$ cat src/rtl/pipelined_right_barrel_shifter_if.sv
// Push/pop handshake bundle for pipelined_right_barrel_shifter.
// A word moves on a rising clk edge where its valid and ready are both 1; valid never waits on ready.
interface pipelined_right_barrel_shifter_if #(
    parameter int DATA_WIDTH  = 22,
    parameter int SHIFT_WIDTH = 5
);
    logic                   in_valid_i;
    logic                   in_ready_o;
    logic [DATA_WIDTH-1:0]  data_i;
    logic [SHIFT_WIDTH-1:0] shifts_i;
    logic                   arith_i;
    logic                   out_valid_o;
    logic                   out_ready_i;
    logic [DATA_WIDTH-1:0]  data_o;

    modport master (
        output in_valid_i,
        output data_i,
        output shifts_i,
        output arith_i,
        output out_ready_i,
        input  in_ready_o,
        input  out_valid_o,
        input  data_o
    );

    modport slave (
        input  in_valid_i,
        input  data_i,
        input  shifts_i,
        input  arith_i,
        input  out_ready_i,
        output in_ready_o,
        output out_valid_o,
        output data_o
    );
endinterface

$ cat src/rtl/pipelined_right_barrel_shifter.sv
// Pipelined right barrel shifter: stage k applies shift bit k, one global stall enable.
// Define RIGHT_SHIFT_ROUND_EN for round-half-up results (guard bit carried through the stages).
module pipelined_right_barrel_shifter #(
    parameter int DATA_WIDTH  = 22,
    parameter int SHIFT_WIDTH = 5
) (
    input  logic                            clk_i,
    input  logic                            rst_ni,
    pipelined_right_barrel_shifter_if.slave bus_if
);
    localparam logic [DATA_WIDTH-1:0] ALL_ONES = '1;

    logic                   w_stall;

    logic [DATA_WIDTH-1:0]  w_in_data   [SHIFT_WIDTH];
    logic [SHIFT_WIDTH-1:0] w_in_shifts [SHIFT_WIDTH];
    logic                   w_in_arith  [SHIFT_WIDTH];
    logic                   w_in_valid  [SHIFT_WIDTH];
    logic                   w_fill      [SHIFT_WIDTH];
    logic [DATA_WIDTH-1:0]  w_shifted   [SHIFT_WIDTH];
    logic [DATA_WIDTH-1:0]  w_next_data [SHIFT_WIDTH];

    logic [DATA_WIDTH-1:0]  r_data   [SHIFT_WIDTH];
    logic [SHIFT_WIDTH-1:0] r_shifts [SHIFT_WIDTH];
    logic                   r_arith  [SHIFT_WIDTH];
    logic                   r_valid  [SHIFT_WIDTH];
`ifdef RIGHT_SHIFT_ROUND_EN
    logic                   w_in_guard   [SHIFT_WIDTH];
    logic                   w_next_guard [SHIFT_WIDTH];
    logic                   r_guard      [SHIFT_WIDTH];
`endif

    // Only a held result can block the pipe; bubbles are not squeezed out.
    assign w_stall            = bus_if.out_valid_o & ~bus_if.out_ready_i;
    assign bus_if.in_ready_o  = ~w_stall;
    assign bus_if.out_valid_o = r_valid[SHIFT_WIDTH-1];
    assign bus_if.data_o      = r_data[SHIFT_WIDTH-1];

    for (genvar k = 0; k < SHIFT_WIDTH; k++) begin : g_stage
        localparam int AMT = 2 ** k;

        if (k == 0) begin : g_head
            assign w_in_data[k]   = bus_if.data_i;
            assign w_in_shifts[k] = bus_if.shifts_i;
            assign w_in_arith[k]  = bus_if.arith_i;
            assign w_in_valid[k]  = bus_if.in_valid_i;
`ifdef RIGHT_SHIFT_ROUND_EN
            assign w_in_guard[k]  = 1'b0;
`endif
        end else begin : g_link
            assign w_in_data[k]   = r_data[k-1];
            assign w_in_shifts[k] = r_shifts[k-1];
            assign w_in_arith[k]  = r_arith[k-1];
            assign w_in_valid[k]  = r_valid[k-1];
`ifdef RIGHT_SHIFT_ROUND_EN
            assign w_in_guard[k]  = r_guard[k-1];
`endif
        end

        // A shift of AMT >= DATA_WIDTH leaves nothing but fill, which this expression yields directly.
        assign w_fill[k]    = w_in_arith[k] & w_in_data[k][DATA_WIDTH-1];
        assign w_shifted[k] = w_in_shifts[k][k]
                            ? ((w_in_data[k] >> AMT) | ({DATA_WIDTH{w_fill[k]}} & ~(ALL_ONES >> AMT)))
                            : w_in_data[k];

`ifdef RIGHT_SHIFT_ROUND_EN
        localparam int GUARD_IDX = (AMT <= DATA_WIDTH) ? AMT - 1 : 0;

        assign w_next_guard[k] = w_in_shifts[k][k]
                               ? ((AMT <= DATA_WIDTH) ? w_in_data[k][GUARD_IDX] : 1'b0)
                               : w_in_guard[k];

        if (k == SHIFT_WIDTH - 1) begin : g_round
            assign w_next_data[k] = w_shifted[k] + DATA_WIDTH'(w_next_guard[k]);
        end else begin : g_trunc
            assign w_next_data[k] = w_shifted[k];
        end
`else
        assign w_next_data[k] = w_shifted[k];
`endif
    end

    always_ff @(posedge clk_i or negedge rst_ni) begin
        if (!rst_ni) begin
            for (int k = 0; k < SHIFT_WIDTH; k++) begin
                r_valid[k]  <= 1'b0;
                r_data[k]   <= '0;
                r_shifts[k] <= '0;
                r_arith[k]  <= 1'b0;
`ifdef RIGHT_SHIFT_ROUND_EN
                r_guard[k]  <= 1'b0;
`endif
            end
        end else if (!w_stall) begin
            for (int k = 0; k < SHIFT_WIDTH; k++) begin
                r_valid[k]  <= w_in_valid[k];
                r_data[k]   <= w_next_data[k];
                r_shifts[k] <= w_in_shifts[k];
                r_arith[k]  <= w_in_arith[k];
`ifdef RIGHT_SHIFT_ROUND_EN
                r_guard[k]  <= w_next_guard[k];
`endif
            end
        end
    end
endmodule

$ cat src/flat_wrapper.sv
// flat-port wrapper written by rule: the top's interface ports become plain ports
module pipelined_right_barrel_shifter_flat 
#(
    parameter int DATA_WIDTH  = 22,
    parameter int SHIFT_WIDTH = 5
)
  (clk_i, rst_ni, bus_if_in_valid_i, bus_if_data_i, bus_if_shifts_i, bus_if_arith_i, bus_if_out_ready_i, bus_if_in_ready_o, bus_if_out_valid_o, bus_if_data_o);
  pipelined_right_barrel_shifter_if #(.DATA_WIDTH(DATA_WIDTH), .SHIFT_WIDTH(SHIFT_WIDTH)) bus_if_i ();
  input  logic clk_i;
  input  logic rst_ni;
  input wire logic [$bits(bus_if_i.in_valid_i)-1:0] bus_if_in_valid_i;
  input wire logic [$bits(bus_if_i.data_i)-1:0] bus_if_data_i;
  input wire logic [$bits(bus_if_i.shifts_i)-1:0] bus_if_shifts_i;
  input wire logic [$bits(bus_if_i.arith_i)-1:0] bus_if_arith_i;
  input wire logic [$bits(bus_if_i.out_ready_i)-1:0] bus_if_out_ready_i;
  output wire logic [$bits(bus_if_i.in_ready_o)-1:0] bus_if_in_ready_o;
  output wire logic [$bits(bus_if_i.out_valid_o)-1:0] bus_if_out_valid_o;
  output wire logic [$bits(bus_if_i.data_o)-1:0] bus_if_data_o;
  assign bus_if_i.in_valid_i = bus_if_in_valid_i;
  assign bus_if_i.data_i = bus_if_data_i;
  assign bus_if_i.shifts_i = bus_if_shifts_i;
  assign bus_if_i.arith_i = bus_if_arith_i;
  assign bus_if_i.out_ready_i = bus_if_out_ready_i;
  assign bus_if_in_ready_o = bus_if_i.in_ready_o;
  assign bus_if_out_valid_o = bus_if_i.out_valid_o;
  assign bus_if_data_o = bus_if_i.data_o;
  pipelined_right_barrel_shifter #(.DATA_WIDTH(DATA_WIDTH), .SHIFT_WIDTH(SHIFT_WIDTH)) u_core (.clk_i(clk_i), .rst_ni(rst_ni), .bus_if(bus_if_i));
endmodule
$ cat config.mk
export PLATFORM = sky130hd
export DESIGN_NAME = pipelined_right_barrel_shifter_flat
export DESIGN_NICKNAME = d
export VERILOG_FILES = /design/src/rtl/pipelined_right_barrel_shifter_if.sv /design/src/rtl/pipelined_right_barrel_shifter.sv /design/src/flat_wrapper.sv
export SDC_FILE = /design/constraint.sdc
export NUM_CORES = 1
export LEC_CHECK = 0
export BUFFER_PORTS_ARGS = -buffer_cell sky130_fd_sc_hd__buf_4
export CORE_ASPECT_RATIO = 0.8
export CORE_MARGIN = 4
export CORE_UTILIZATION = 56
export CTS_BUF_LIST = sky130_fd_sc_hd__clkbuf_8
export CTS_CLUSTER_SIZE = 24
export DETAILED_ROUTE_END_ITERATION = 7
export PLACE_DENSITY = 0.78
export SYNTH_ARGS = -nofsm -noshare
export SYNTH_HDL_FRONTEND = slang
export SYNTH_SLANG_ARGS = --single-unit
$ cat constraint.sdc
create_clock -name clk_i -period 1.5 [get_ports clk_i]
set_input_delay 0.3 -clock clk_i [delete_from_list [all_inputs] [get_ports clk_i]]
set_output_delay 0.3 -clock clk_i [all_outputs]
set_load 0.005 [all_outputs]
==> impl_metrics.tcl <==
set metrics [dict create \
    status "finished with violations" \
    violations "negative setup slack" \
    clk_pin_slew_ps 70 \
    groute.usage.overall_pct 19.11 \
    wl_per_cell_um 18.31 \
    hold_viol 0 \
    avgSynthCellArea_um2 14.22 \
    port_buffers 55 \
    cap_violations 0 \
    first_pass_iters 4 \
    routabilityCongestion 0.7677 \
    fmax_mhz 622.8 \
    syn2layout_area_growth_pct 14.13 \
    tns_ps -1568 \
    wirelength_mm 12.14 \
    hp-class "in -> reg" \
    synth_cell_types 16 \
    post-route-min-period_ps 1606 \
    ant_nets 0 \
    drive_gt1_share_pct 55.34 \
    crit_type "reg -> reg" \
    drt_iter0_drc 233 \
    ys_ff_latch 129 \
    final_cell_mix "dfrtp_1, mux2_2, mux2_4, buf_4, nand2b_1" \
    drc_errors 0 \
    via_count 3718 \
    yosysSeqAreaShare_pct 49.13 \
    vias_per_cell 5.608 \
    tightest_slew_ps 489.2 \
    layout_setup_ws_ps -105.7 \
    cp.required_ps 1820 \
    finalSetupViolations 55 \
    std_cell_rows 35 \
    num-fill-cells 836 \
    leakage_nw 3.465 \
    grt_overflow 0 \
    clock_skew_ps 7.291 \
    cts_tree "done" \
    crit_start "u_core.bus_if.out_valid_o" \
    htree_levels 4 \
    grt_pass1_vias 3851 \
    core_area_mm2 0.01147 \
    fin_nets 534 \
    timing.rr.start "u_core.bus_if.out_valid_o" \
    die_h_um 104.9 \
    hold_ws_ps 93.19 \
    cts_buffer_depth 2 \
    startpoint_type "flip-flop" \
    ios 56 \
    synthesis.nets 494 \
    end_kind "flip-flop" \
    postSynthCellCount 462 \
    final_common_cell "dfrtp_1" \
    antenna_found_initial 0 \
    peakVddDrop_mv 1.031 \
    clock_sinks 129 \
    die_area_mm2 0.01354 \
    cts_root_buf "clkbuf_8" \
    hp-start "bus_if_shifts_i[1]" \
    ys.warnings.count 0 \
    finalMaxSlewViolations 0 \
    path_max_fanout 13 \
    initial_core_util_pct 57.26 \
    cts_buffers 17 \
    fin_crit_sh_pct 107.0 \
    syn_area_mm2 0.006570 \
    max_slew_margin_pct 67.39 \
    rsz0062_at_grt "yes" \
    p_per_area_mw_per_mm2 2087 \
    grt_pass1_wl_mm 20.15 \
    grt_max_degree 39 \
    post-dp-hpwl_mm 7.990 \
    fp.dieW_um 129.1 \
    cp.arrival_ps 1930 \
    antenna_cells 0 \
    clock_latency_ps 430 \
]
[stage by stage]
step	worst slack, ps	utilization [%]	power (mW)	instance area (um^2)	cells
floorplan	62.36	-	11.39	6570	462
global placement	151.6	61.17	12.57	7018	625
detailed placement	108.7	61.17	12.80	7018	625
global route	-141.1	65.35	16.62	7498	663
CTS	-93.81	64.82	15.65	7437	661
finish	-105.7	65.35	15.65	7498	663
[worst max-delay path: stages, from the launching register on]
cell and delay (ps):
dfrtp_1 380, nor2b_4 140, inv_6 50, buf_4 280, bufbuf_16 340, mux2_4 290
[layout make-up]
type	instances	area [um^2]	share of cell area, %
Sequential cell	129	3228	43.05
Multi-Input combinational cell	275	2943	39.25
Timing Repair Buffer	78	779.5	10.40
Clock buffer	20	275.3	3.671
Tap cell	148	185.2	2.470
Clock inverter	12	78.83	1.051
Inverter	1	8.758	0.1168
[cell usage after synthesis]
| cell | instances | share of area (%) |
|---|---|---|
| buf_1 | 1 | 0.057 |
| mux2_4 | 75 | 17 |
| nor2b_4 | 1 | 0.21 |
| mux2_2 | 101 | 17 |
| inv_2 | 1 | 0.057 |
| clkbuf_1 | 7 | 0.40 |
| a31oi_1 | 26 | 2.5 |
| nand2b_1 | 32 | 3.0 |
| nor3b_1 | 26 | 3.0 |
| dfrtp_1 | 129 | 49 |
| buf_2 | 16 | 1.2 |
| nand3_1 | 4 | 0.30 |
| buf_4 | 23 | 2.6 |
| a31o_2 | 5 | 0.67 |
| buf_6 | 10 | 1.7 |
| and3b_1 | 5 | 0.67 |
[where the power goes]
part / switching [mW] / internal (mW) / leakage, nW
logic: 2.20 / 4.42 / 1.73
registers: 1.24 / 5.10 / 1.53
clock network: 1.30 / 1.39 / 0.207
[repair_timing]
item                                    CTS  global route
hold buffers                              1             0
setup buffers                             2             0
endpoints found under the setup margin    2            73
gates cloned                              1             2
resized for setup                         2             3
hold endpoints to repair                 30             0
[layer usage]
layer | vias up | share of wire, % | global-route usage [%]
met5 | - | 0 | 0
met4 | 0 | 1.2 | 5.547
met3 | 14 | 2.8 | 5.570
met2 | 56 | 46 | 28.37
met1 | 1922 | 50 | 27.35
li1 | 1726 | - | -
[registers in the layout (all words and copies together) (netlist names)]
register / cells
u_core.r_shifts: 10
u_core.r_data: 88
u_core.bus_if.data_o: 22
u_core.r_valid: 4
u_core.bus_if.out_valid_o: 1
u_core.r_arith: 4
[cells by family (layout without fill, tap and decap cells)]
kind of cell	Yosys count	in the layout	share of synthesized area, %
mux	176	176	34.45
flops	129	129	49.13
simple gates	68	68	7.199
buf+inv	58	111	6.075
compound gates	31	31	3.142
[path summary, 6_finish.rpt]
check                                                  to  slack (ps)  cells after the start
worst max-delay path                    u_core.r_data[25]        -110                      5
worst min-delay path                  u_core.r_shifts[21]          90                      2
worst max register to register          u_core.r_data[25]        -110                      5
worst min register to register  u_core.bus_if.out_valid_o         450                      1
max in group asynchronous              u_core.r_data[106]         550                      3
min in group asynchronous        u_core.bus_if.data_o[10]         370                      2
Note: power is estimated with default switching activity, not from simulation.
